## src/rtl/branch_redirect_ctrl_if.sv

```systemverilog
// Redirect-control bundle: EX-stage resolve inputs, fetch stall, and the PC redirect/flush/statistics outputs.
interface branch_redirect_ctrl_if #(
    parameter int CNT_W = 32
);
    logic              ex_valid;
    logic              ex_branch;
    logic              ex_taken;
    logic              ex_jump;
    logic [31:0]       ex_target;
    logic              if_stall;
    logic              pc_redirect;
    logic [31:0]       redirect_pc;
    logic              flush;
    logic              misalign_err;
    logic              busy;
    logic [CNT_W-1:0]  br_count;
    logic [CNT_W-1:0]  br_taken_count;
    logic [CNT_W-1:0]  jump_count;

    modport master (
        input  ex_valid, ex_branch, ex_taken, ex_jump, ex_target, if_stall,
        output pc_redirect, redirect_pc, flush, misalign_err, busy,
               br_count, br_taken_count, jump_count
    );

    modport slave (
        output ex_valid, ex_branch, ex_taken, ex_jump, ex_target, if_stall,
        input  pc_redirect, redirect_pc, flush, misalign_err, busy,
               br_count, br_taken_count, jump_count
    );
endinterface

```

## src/rtl/branch_redirect_ctrl.sv

```systemverilog
// Sequences predict-not-taken redirects: PC redirect pulse, pipeline flush, branch/jump statistics.
// Latency: redirect pulse 1 cycle after the sampled resolve; all outputs registered.
// Backpressure: if_stall parks the redirect in PENDING with flush held until fetch can accept it.
module branch_redirect_ctrl #(
    parameter int FLUSH_CYCLES = 2,
    parameter int CNT_W        = 32
) (
    input  logic                  clk,
    input  logic                  rst,
    branch_redirect_ctrl_if.master bus
);

    typedef enum logic [1:0] {
        IDLE    = 2'd0,
        PENDING = 2'd1,
        FLUSH   = 2'd2
    } state_t;

    localparam logic [2:0]       FLUSH_LAST = 3'(FLUSH_CYCLES - 1);
    localparam logic [CNT_W-1:0] CNT_ONE    = CNT_W'(1);

    state_t            state_q, state_d;
    logic [2:0]        flush_cnt_q, flush_cnt_d;
    logic              pc_redirect_q, pc_redirect_d;
    logic [31:0]       redirect_pc_q, redirect_pc_d;
    logic              flush_q, flush_d;
    logic              misalign_q, misalign_d;
    logic              busy_q, busy_d;
    logic [CNT_W-1:0]  br_cnt_q, br_cnt_d;
    logic [CNT_W-1:0]  br_taken_cnt_q, br_taken_cnt_d;
    logic [CNT_W-1:0]  jump_cnt_q, jump_cnt_d;

    logic              resolve;
    logic [31:0]       eff_target;

    // JALR semantics: bit 0 of the target is always discarded.
    assign eff_target = bus.ex_target & ~32'h1;
    assign resolve    = bus.ex_valid & (bus.ex_jump | (bus.ex_branch & bus.ex_taken));

    always_comb begin
        state_d        = state_q;
        flush_cnt_d    = flush_cnt_q;
        pc_redirect_d  = 1'b0;
        redirect_pc_d  = redirect_pc_q;
        flush_d        = 1'b0;
        misalign_d     = 1'b0;
        br_cnt_d       = br_cnt_q;
        br_taken_cnt_d = br_taken_cnt_q;
        jump_cnt_d     = jump_cnt_q;

        case (state_q)
            IDLE: begin
                // A jump flagged as a branch too counts only as a jump.
                if (bus.ex_valid) begin
                    if (bus.ex_jump) begin
                        jump_cnt_d = jump_cnt_q + CNT_ONE;
                    end else if (bus.ex_branch) begin
                        br_cnt_d = br_cnt_q + CNT_ONE;
                        if (bus.ex_taken) begin
                            br_taken_cnt_d = br_taken_cnt_q + CNT_ONE;
                        end
                    end
                end
                if (resolve) begin
                    if (eff_target[1]) begin
                        misalign_d = 1'b1;
                    end else begin
                        redirect_pc_d = eff_target;
                        flush_d       = 1'b1;
                        if (bus.if_stall) begin
                            state_d = PENDING;
                        end else begin
                            pc_redirect_d = 1'b1;
                            flush_cnt_d   = FLUSH_LAST;
                            state_d       = FLUSH;
                        end
                    end
                end
            end
            PENDING: begin
                flush_d = 1'b1;
                if (!bus.if_stall) begin
                    pc_redirect_d = 1'b1;
                    flush_cnt_d   = FLUSH_LAST;
                    state_d       = FLUSH;
                end
            end
            FLUSH: begin
                if (flush_cnt_q != 3'd0) begin
                    flush_d     = 1'b1;
                    flush_cnt_d = flush_cnt_q - 3'd1;
                end else begin
                    state_d = IDLE;
                end
            end
            default: begin
                state_d = IDLE;
            end
        endcase

        busy_d = (state_d != IDLE);
    end

    always_ff @(posedge clk) begin
        if (rst) begin
            state_q        <= IDLE;
            flush_cnt_q    <= 3'd0;
            pc_redirect_q  <= 1'b0;
            redirect_pc_q  <= 32'd0;
            flush_q        <= 1'b0;
            misalign_q     <= 1'b0;
            busy_q         <= 1'b0;
            br_cnt_q       <= '0;
            br_taken_cnt_q <= '0;
            jump_cnt_q     <= '0;
        end else begin
            state_q        <= state_d;
            flush_cnt_q    <= flush_cnt_d;
            pc_redirect_q  <= pc_redirect_d;
            redirect_pc_q  <= redirect_pc_d;
            flush_q        <= flush_d;
            misalign_q     <= misalign_d;
            busy_q         <= busy_d;
            br_cnt_q       <= br_cnt_d;
            br_taken_cnt_q <= br_taken_cnt_d;
            jump_cnt_q     <= jump_cnt_d;
        end
    end

    assign bus.pc_redirect    = pc_redirect_q;
    assign bus.redirect_pc    = redirect_pc_q;
    assign bus.flush          = flush_q;
    assign bus.misalign_err   = misalign_q;
    assign bus.busy           = busy_q;
    assign bus.br_count       = br_cnt_q;
    assign bus.br_taken_count = br_taken_cnt_q;
    assign bus.jump_count     = jump_cnt_q;

endmodule

```

## src/flat_wrapper.sv

```systemverilog
// flat-port wrapper written by rule: the top's interface ports become plain ports
module branch_redirect_ctrl_flat 
#(
    parameter int FLUSH_CYCLES = 2,
    parameter int CNT_W        = 32
)
  (clk, rst, bus_ex_valid, bus_ex_branch, bus_ex_taken, bus_ex_jump, bus_ex_target, bus_if_stall, bus_pc_redirect, bus_redirect_pc, bus_flush, bus_misalign_err, bus_busy, bus_br_count, bus_br_taken_count, bus_jump_count);
  branch_redirect_ctrl_if #(.CNT_W(CNT_W)) bus_i ();
  input  logic clk;
  input  logic rst;
  input wire logic [$bits(bus_i.ex_valid)-1:0] bus_ex_valid;
  input wire logic [$bits(bus_i.ex_branch)-1:0] bus_ex_branch;
  input wire logic [$bits(bus_i.ex_taken)-1:0] bus_ex_taken;
  input wire logic [$bits(bus_i.ex_jump)-1:0] bus_ex_jump;
  input wire logic [$bits(bus_i.ex_target)-1:0] bus_ex_target;
  input wire logic [$bits(bus_i.if_stall)-1:0] bus_if_stall;
  output wire logic [$bits(bus_i.pc_redirect)-1:0] bus_pc_redirect;
  output wire logic [$bits(bus_i.redirect_pc)-1:0] bus_redirect_pc;
  output wire logic [$bits(bus_i.flush)-1:0] bus_flush;
  output wire logic [$bits(bus_i.misalign_err)-1:0] bus_misalign_err;
  output wire logic [$bits(bus_i.busy)-1:0] bus_busy;
  output wire logic [$bits(bus_i.br_count)-1:0] bus_br_count;
  output wire logic [$bits(bus_i.br_taken_count)-1:0] bus_br_taken_count;
  output wire logic [$bits(bus_i.jump_count)-1:0] bus_jump_count;
  assign bus_i.ex_valid = bus_ex_valid;
  assign bus_i.ex_branch = bus_ex_branch;
  assign bus_i.ex_taken = bus_ex_taken;
  assign bus_i.ex_jump = bus_ex_jump;
  assign bus_i.ex_target = bus_ex_target;
  assign bus_i.if_stall = bus_if_stall;
  assign bus_pc_redirect = bus_i.pc_redirect;
  assign bus_redirect_pc = bus_i.redirect_pc;
  assign bus_flush = bus_i.flush;
  assign bus_misalign_err = bus_i.misalign_err;
  assign bus_busy = bus_i.busy;
  assign bus_br_count = bus_i.br_count;
  assign bus_br_taken_count = bus_i.br_taken_count;
  assign bus_jump_count = bus_i.jump_count;
  branch_redirect_ctrl #(.FLUSH_CYCLES(FLUSH_CYCLES), .CNT_W(CNT_W)) u_core (.clk(clk), .rst(rst), .bus(bus_i));
endmodule
```

## config.mk

```make
export PLATFORM = sky130hd
export DESIGN_NAME = branch_redirect_ctrl_flat
export DESIGN_NICKNAME = d
export VERILOG_FILES = /design/src/rtl/branch_redirect_ctrl_if.sv /design/src/rtl/branch_redirect_ctrl.sv /design/src/flat_wrapper.sv
export SDC_FILE = /design/constraint.sdc
export NUM_CORES = 1
export LEC_CHECK = 0
export CORE_ASPECT_RATIO = 1.25
export CORE_MARGIN = 3
export CORE_UTILIZATION = 30
export DETAILED_ROUTE_END_ITERATION = 10
export PLACE_DENSITY = 0.57
export SYNTH_ARGS = -nofsm -noshare
export SYNTH_HDL_FRONTEND = slang
export SYNTH_SLANG_ARGS = --single-unit
```

## constraint.sdc

```tcl
create_clock -name clk -period 5 [get_ports clk]
set_input_delay 1 -clock clk [delete_from_list [all_inputs] [get_ports clk]]
set_output_delay 1 -clock clk [all_outputs]
set_load 0.03 [all_outputs]
```

==> metrics, run 1 <==
worst setup path startpoint bus_ex_valid; Worst R2R Start u_core.state_q[0]; fin crit share 0.6243; switch share 0.2383; Synth Area in XOR/XNOR 0.02537; total number of vias 6037; io pins 171; gr ovfl total 0; power per cell area 303.0 mW/mm²; Fmax 0.3203 GHz; Crit. End Element flop; largest net degree at the start of global routing 65; commonest non-fill, non-tap cell in the layout clkdlybuf4s50_1; startpoint types input pin; Routed wire per std cell 15.13 µm; worst-path fanout max 15; Synth-to-Final Area Change 40.02%; Worst R2R Path Depth 4; Critical Path RT 5.31 ns; first-pass GRT wire length 29140 µm; Root Buffer clkbuf_16; WP data arrival 3.43 ns; FF-to-FF End u_core.bus.jump_count[31]; Psw 628.3 µW; initial DRC count 307; die width 134.7 µm; Worst path slowest cell nand4_1; Setup TNS 0 ns; # hold bufs at CTS 0; Worst VDD drop 215.0 µV; register-to-register path setup slack 2.54 ns; WHS 0.4535 ns; DRC 0; CTS Sinks 135; H-tree levels 4; placer's final routability congestion estimate 0.7592; share of the synthesized area in the top cell type 0.4349; vias per cell 5.151; Yosys cell types 46; # resized after CTS 0; post-synthesis compound-gate area fraction 0.1627; Flop pwr share 0.417; GRT Total Usage 0.1585; antenna diode count 0; Slew HR 0.4664; I/O Buffers 167; Crit path largest cell delay 0.62 ns; worst setup path class in -> reg; largest family of logic cells by synthesized area simple AND/OR/NAND/NOR gates; Setup Viol. Count Final 0; Synth warnings 0; Initial Util 0.3069; Pleak 2.842 nW; EDFF count, synth 0; num rows 58; crit-path cells clkdlybuf4s50_1, nor3b_4, nand4_1, nor4_1, mux2_2; endpoints failing hold 0; dominant cell type by area after synthesis dfxtp_1; Hold Crit Class reg -> reg; clk_lat worst skew 0.42 ns; Met1 Wirelength 7736 µm; final net count 933; Max Used Layer met4; top_reg_cell synth dfxtp_1; Hold Startpoint u_core.bus.redirect_pc[4]; asr flop ratio synth 0; antenna violations before repair 0; logic gate share of total power 0.062; DRT Pass-1 Iters 6; storage element area 0.002703 mm²; maximum clock path buffer count 2; mux contribution to synthesized area 0.02698; sequential area share after synthesis 0.4349; Cell Area, Synth 0.006215 mm²; Post-Synth Simple-Gate Area 0.2911; # Max-Cap Violations 0; Clock Pin Slew Worst Setup and Hold Paths 0.06 ns; flops & latches, synth 135; Routed met3 length 967 µm; hpwl dp 12250 µm; post-synthesis average cell area 8.353 µm²; vias in the first global route 5536; clk_skew 0.007365 ns; total CTS buffers 17; routed wire length 17740 µm; WL met2 8688 µm; Core ar. 0.02025 mm²; cell count after synthesis 744; die area 0.02249 mm²; ratio of cells with drive above 1 in the final layout 0.07650; TritonCTS clock tree done; fin crit period 3.122 ns; Clock power frac 0.521; Area contributors post-synth dfxtp_1, a21oi_1, nand2_1; Post-Synth Adder-Cell Area 0.01007; Worst-Margin Slew 0.7896 ns; Multi-input gate area 0.003227 mm²; outcome finished, final reports clean; Antenna Nets Post-Route 0; Die Height 166.9 µm; most frequent cells in the layout clkdlybuf4s50_1, dfxtp_1, nand2_1, a21oi_1, nor2_1; # fillers 2046; Int Pwr 2.008 mW; RSZ-0062 raised after global routing no; final slew viol count 0; post-CTS setup buffers 0; Critical Path Sink u_core.bus.jump_count[31]
power by group through the flow:
| stage | Combinational [mW] | Clock, mW | Sequential [mW] |
|---|---|---|---|
| after floorplan | 0.0644 | 0 | 1.15 |
| after global placement | 0.166 | 0 | 1.12 |
| after detailed placement | 0.165 | 0 | 1.12 |
| after CTS | 0.166 | 1.41 | 1.10 |
| after global routing | 0.178 | 1.46 | 1.10 |
| final | 0.164 | 1.37 | 1.10 |
worst max-delay path, delay by kind of cell:
| kind | cells | cell delay (ns) |
|---|---|---|
| muxes | 1 | 0.37 |
| buffers and inverters | 1 | 0.52 |
| and+or+nand+nor | 3 | 1.54 |
state kept, by name, indices dropped and copies added (netlist names):
| register | count |
|---|---|
| u_core.bus.misalign_err | 1 |
| u_core.bus.jump_count | 32 |
| u_core.bus.redirect_pc | 30 |
| u_core.bus.br_taken_count | 32 |
| u_core.bus.br_count | 32 |
| u_core.flush_cnt_q | 3 |
| u_core.state_q | 2 |
| u_core.bus.busy | 1 |
| u_core.bus.pc_redirect | 1 |
| u_core.bus.flush | 1 |
logic make-up (layout without fill, tap and decap cells):
| group | Yosys count | count (layout) |
|---|---|---|
| fa+ha+maj | 5 | 5 |
| other cells | 1 | 2 |
| mux | 15 | 15 |
| simple gates | 334 | 334 |
| compound gates | 167 | 167 |
| buf+inv | 69 | 226 |
| flops | 135 | 135 |
| xor+xnor | 18 | 18 |
cells in the mapped netlist, types with 16 or more instances:
cell / number
nand4_1: 31
o31ai_1: 27
a21oi_1: 85
o21ai_0: 24
or3_1: 23
inv_1: 21
nor2_1: 37
dfxtp_1: 135
clkbuf_1: 36
nand3_1: 28
or4_1: 27
and4_1: 16
nand2_1: 102
cell type report:
type                       count  share of cell area
clock buffer                  17             0.04889
clock inverter                15             0.02487
inverter                      21            0.009058
multi-input combinational    541              0.3708
sequential                   135              0.3106
tap                          270             0.03882
timing repair buffer         173              0.1970
per-stage QoR:
| step | worst slack, ns | cell area [µm²] | util | instances | total power, mW |
|---|---|---|---|---|---|
| floorplan | 2.184 | 6218 | - | 745 | 1.212 |
| global placement | 1.425 | 8060 | 0.3981 | 1140 | 1.288 |
| detailed placement | 1.440 | 8060 | 0.3981 | 1140 | 1.288 |
| global route | 1.745 | 8702 | 0.4298 | 1172 | 2.736 |
| finish | 1.878 | 8702 | 0.4298 | 1172 | 2.637 |
| CTS | 1.893 | 8702 | 0.4298 | 1172 | 2.677 |
routing by layer:
layer,up-vias,track usage
met4,0,0.05270
met1,2833,0.1916
met5,-,0
met2,162,0.2682
met3,27,0.04653
li1,3015,-
worst min path at each step:
stage / endpoint / slack [ns] / depth (start not counted)
2_1_floorplan: u_core.flush_cnt_q[1] / 0.44 / 2
3_3_place_gp: u_core.bus.redirect_pc[21] / 0.44 / 2
3_5_place_dp: u_core.bus.redirect_pc[20] / 0.45 / 2
4_1_cts: u_core.bus.redirect_pc[5] / 0.45 / 2
5_1_grt: u_core.bus.redirect_pc[15] / 0.47 / 2
6_report: u_core.bus.redirect_pc[4] / 0.45 / 2
Note: power is estimated with default switching activity, not from simulation.
==> run 2: changes to the inputs <==
==> constraint.sdc (replaced) <==
create_clock -name clk -period 3.3 [get_ports clk]
set_input_delay 0.66 -clock clk [delete_from_list [all_inputs] [get_ports clk]]
set_output_delay 0.66 -clock clk [all_outputs]
set_load 0.03 [all_outputs]
==> run 2 against run 1 <==
- clock skew about the same
- worst hold slack got worse by 0.0013 ns
- largest cell class unchanged
- setup slack lost 1.3 ns
- utilization rose by 0.16 points
- critical path type unchanged
- sequential power up 52%
==> metrics, run 2 (same netlist as run 1, synthesis figures left out) <==
num rows 58 (unchanged); final net count 939 (+0.64%); die area 0.02249 mm² (unchanged); Worst path slowest cell or4_4; gr ovfl total 0 (unchanged); fin cells 1178 (+0.51%); Clock power frac 0.509 (-0.012); # fillers 2004 (-2.1%); Fmax 0.3717 GHz; antenna violations before repair 0 (unchanged); most frequent cells in the layout clkdlybuf4s50_1, dfxtp_1, nand2_1, a21oi_1, nor2_1; storage element area 0.002703 mm² (unchanged); GRT Total Usage 0.1595 (+0.0009938); endpoints failing hold 0 (unchanged); Setup TNS 0 ns (unchanged); crit-path cells clkdlybuf4s50_1, or3b_1, or4_4, nor4_2, mux2_2; switch share 0.2307 (-0.007551); first-pass GRT wire length 29380 µm (+0.83%); Initial Util 0.3069 (unchanged); final slew viol count 0 (unchanged); Cells after DPL 1146 (+0.53%); Multi-input gate area 0.003227 mm² (unchanged); WP data arrival 2.99 ns (-0.44 ns); Hold Crit Class reg -> reg; Slew HR 0.5533 (+0.08685); commonest non-fill, non-tap cell in the layout clkdlybuf4s50_1; CTS Sinks 135 (unchanged); vias in the first global route 5617 (+1.5%); DP Area 0.008118 mm² (+0.71%); H-tree levels 4 (unchanged); Int Pwr 3.010 mW (+50%); Setup Viol. Count Final 0 (unchanged); Synth-to-Final Area Change 40.55%; Clock Pin Slew Worst Setup and Hold Paths 0.06 ns (about the same); TritonCTS clock tree done; # resized after CTS 0 (unchanged); Worst VDD drop 307.0 µV (+43%); vias per cell 5.128 (-0.44%); maximum clock path buffer count 2 (unchanged); Critical Path RT 3.60 ns (-1.71 ns); total CTS buffers 17 (unchanged); Psw 902.8 µW (+44%); DRC 0 (unchanged); worst setup path class in -> reg; DRT Pass-1 Iters 5 (-1); io pins 171 (unchanged); largest net degree at the start of global routing 146 (+120%); Crit. End Element flop; initial DRC count 321 (+4.6%); Pleak 2.861 nW (+0.70%); worst-path fanout max 23 (+8); I/O Buffers 167 (unchanged); # hold bufs at CTS 0 (unchanged); Worst-Margin Slew 0.6693 ns (-0.1203 ns); total power 3.913 mW (+48%); cell area after layout 0.008735 mm² (+0.37%); antenna diode count 0 (unchanged); # Max-Cap Violations 0 (unchanged); outcome finished, final reports clean; fin crit period 2.691 ns; hpwl dp 12320 µm (+0.62%); Antenna Nets Post-Route 0 (unchanged); total number of vias 6041 (+0.066%); RSZ-0062 raised after global routing no; placer's final routability congestion estimate 0.7760 (+2.2%); Root Buffer clkbuf_16; Crit path largest cell delay 0.64 ns (+0.02 ns); clk_skew 0.007806 ns (+0.0004410 ns); Core ar. 0.02025 mm² (unchanged); fin crit share 0.8153; Die Height 166.9 µm (unchanged); Routed wire per std cell 15.21 µm (+0.49%); clk_lat worst skew 0.42 ns (about the same); die width 134.7 µm (unchanged); post-CTS setup buffers 0 (unchanged); logic gate share of total power 0.065 (+0.003); Flop pwr share 0.426 (+0.009); routed wire length 17920 µm (+1.0%); power per cell area 447.9 mW/mm² (+48%); WHS 0.4522 ns (-0.001275 ns); startpoint types input pin; ratio of cells with drive above 1 in the final layout 0.08150 (+0.005001)
==> run 2: cell types whose count changed in the layout (fill, tap and decap cells not counted) <==
cell        delta
buf_4          +5
inv_6          -4
clkbuf_8       +3
clkinv_2       +2
inv_8          -2
buf_12         +1
bufinv_16      -1
clkbuf_1       +1
clkinvlp_4     +1
==> run 2: area by class of cell <==
type                            instances  area share
Clock buffer                           21     0.05386
Multi-Input combinational cell        541      0.3694
Timing Repair Buffer                  179      0.2028
Tap cell                              270     0.03868
Sequential cell                       135      0.3094
Clock inverter                         11     0.01676
Inverter                               21    0.009024
==> run 2: metal layers <==
metal  wire [µm]  GRT usage  share of wire
met1        7786     0.1985           0.43
met2        8876     0.2663           0.50
met3         984    0.04199          0.055
met4         269    0.05403          0.015
met5           0          0              0
==> run 2: power by group through the flow <==
stage	Combinational [mW]	Sequential, mW	Clock, mW
finish	0.254	1.67	1.99
global route	0.277	1.67	2.11
CTS	0.259	1.67	2.04
detailed placement	0.258	1.70	0
global placement	0.258	1.70	0
floorplan	0.0976	1.74	0
==> run 2: worst paths after layout <==
check | from | endpoint | slack (ns) | depth (start not counted)
worst max-delay path | bus_ex_valid | u_core.bus.br_count[28] | 0.61 | 5
worst min-delay path | u_core.bus.redirect_pc[8] | u_core.bus.redirect_pc[8] | 0.45 | 2
worst max register to register | u_core.state_q[0] | u_core.bus.br_count[28] | 0.95 | 4
worst min register to register | u_core.bus.redirect_pc[8] | u_core.bus.redirect_pc[8] | 0.45 | 2
==> run 2: worst max-delay path: cells and delay by family <==
kind / cells / cell delay [ns]
and+or+nand+nor: 3 / 1.39
buffers and inverters: 1 / 0.57
muxes: 1 / 0.37
==> run 2: metrics by stage <==
stage	setup slack [ns]	utilization
3_3_place_gp	0.2466	0.4009
5_1_grt	0.5616	0.4314
4_1_cts	0.6137	0.4314
6_report	0.6095	0.4314
3_5_place_dp	0.1739	0.4009
2_1_floorplan	0.8240	-
==> run 3: changes to the inputs <==
==> constraint.sdc (replaced) <==
create_clock -name clk -period 2.75 [get_ports clk]
set_input_delay 0.55 -clock clk [delete_from_list [all_inputs] [get_ports clk]]
set_output_delay 0.55 -clock clk [all_outputs]
set_load 0.03 [all_outputs]
==> run 3 against run 2 <==
- first-iteration DRC count down 10%
- setup slack worse by 0.26 ns
- critical path depth unchanged
- die area unchanged
- non-clock buffer count up 15
- clock power up 22%
- largest cell class unchanged
- final cell count up 1.3%
- critical endpoint unchanged
- critical path type unchanged
==> metrics, run 3 (same netlist as run 1, synthesis figures left out) <==
outcome finished, final reports clean; final net count 954 (+1.6%); Core ar. 0.02025 mm² (unchanged); worst setup path class in -> reg; clk_lat worst skew 0.41 ns (about the same); vias per cell 5.131 (about the same); met1 global-route usage 0.2065 (+0.007957); DP Area 0.008243 mm² (+1.5%); DRT Pass-1 Iters 4 (-1); antenna diode count 0 (unchanged); GR peak layer met2; storage element area 0.002703 mm² (unchanged); endpoints failing hold 0 (unchanged); die width 134.7 µm (unchanged); H-tree levels 4 (unchanged); # fillers 1979 (-1.2%); GR Util met2 0.2706 (+0.004354); Crit. End Element flop; worst-path fanout max 19 (-17%); Clock Pin Slew Worst Setup and Hold Paths 0.06 ns (about the same); Routed wire per std cell 15.33 µm (+0.81%); # resized after CTS 0 (unchanged); Synth-to-Final Area Change 42.72%; Worst-Margin Slew 0.6038 ns (-0.06552 ns); routed wire length 18290 µm (+2.1%); total power 4.748 mW (+21%); RSZ-0062 raised after global routing no; Slew HR 0.5975 (+0.04417); Critical Path RT 3.05 ns (-0.55 ns); largest net degree at the start of global routing 77 (-47%); # Max-Cap Violations 0 (unchanged); DRC 0 (unchanged); total number of vias 6121 (+1.3%); M3 GR Usage 0.03807 (-0.003927); total CTS buffers 17 (unchanged); fin crit share 0.8713; ratio of cells with drive above 1 in the final layout 0.09751 (+0.01601); first-pass GRT wire length 29950 µm (+1.9%); vias in the first global route 5637 (+0.36%); antenna violations before repair 0 (unchanged); # hold bufs at CTS 0 (unchanged); hpwl dp 12700 µm (+3.1%); gr ovfl total 0 (unchanged); Multi-input gate area 0.003227 mm² (unchanged); Cells after DPL 1161 (+1.3%); I/O Buffers 167 (unchanged); GRT Total Usage 0.1617 (+0.002279); final slew viol count 0 (unchanged); fin crit period 2.396 ns; commonest non-fill, non-tap cell in the layout clkdlybuf4s50_1; fin cells 1193 (+1.3%); most frequent cells in the layout clkdlybuf4s50_1, dfxtp_1, nand2_1, a21oi_1, nor2_1; initial DRC count 288 (-10%); die area 0.02249 mm² (unchanged); WP data arrival 2.70 ns (-0.29 ns); Worst VDD drop 389.9 µV (+27%); num rows 58 (unchanged); Die Height 166.9 µm (unchanged); placer's final routability congestion estimate 0.7809 (+0.63%); Pleak 2.934 nW (+2.5%); Fmax 0.4174 GHz; power per cell area 535.3 mW/mm² (+20%); Root Buffer clkbuf_16; post-CTS setup buffers 0 (unchanged); TritonCTS clock tree done; cell area after layout 0.008870 mm² (+1.5%); startpoint types input pin; Hold Crit Class in -> reg; register-to-register path setup slack 0.54 ns (-0.41 ns); Antenna Nets Post-Route 0 (unchanged); Initial Util 0.3069 (unchanged); io pins 171 (unchanged); CTS Sinks 135 (unchanged); Setup Viol. Count Final 0 (unchanged); clk_skew 0.009526 ns (+0.001720 ns); maximum clock path buffer count 2 (unchanged)
run 3: changes by cell type in the layout (fill, tap and decap cells not counted), sizes merged:
cell	before	now
inv	22	28
clkinvlp	2	3
clkbuf	21	18
buf	13	28
clkinv	5	1
run 3: layout make-up:
type / count / share of cell area
inverter: 21 / 0.008887
sequential: 135 / 0.3047
clock inverter: 14 / 0.02116
tap: 270 / 0.03809
clock buffer: 18 / 0.04951
multi-input combinational: 541 / 0.3638
timing repair buffer: 194 / 0.2139
run 3: path summary, 6_finish.rpt:
kind	startpoint	to	cells after the start
worst max-delay path	bus_ex_valid	u_core.bus.br_count[28]	5
worst min-delay path	rst	u_core.bus.br_taken_count[15]	2
worst max register to register	u_core.state_q[1]	u_core.bus.br_count[28]	4
worst min register to register	u_core.bus.redirect_pc[28]	u_core.bus.redirect_pc[28]	2
run 3: stage by stage:
stage,util,hold slack (ns),setup WS (ns),setup TNS (ns)
global placement,0.4071,0.4406,-0.05705,-0.05781
detailed placement,0.4071,0.4474,-0.08214,-0.2416
global route,0.4381,0.4540,0.2659,0
finish,0.4381,0.4515,0.3540,0
floorplan,-,0.4379,0.3840,0
CTS,0.4381,0.4297,0.3660,0
run 3: report_power, final:
group	switching, mW	internal, mW
clock network	0.953	1.48
logic	0.180	0.139
registers	0.0155	1.98
total	1.15	3.60
run 3: worst max-delay path: stages:
cell and delay, ns:
clkdlybuf4s50_1 0.47, or3b_1 0.40, or4_4 0.63, nor4_2 0.29
mux2_2 0.36
run 3: metal layers:
| layer | vias to the layer above | share of wire |
|---|---|---|
| met4 | 0 | 0.010 |
| li1 | 3064 | - |
| met1 | 2892 | 0.44 |
| met2 | 153 | 0.50 |
| met5 | - | 0 |
| met3 | 12 | 0.051 |
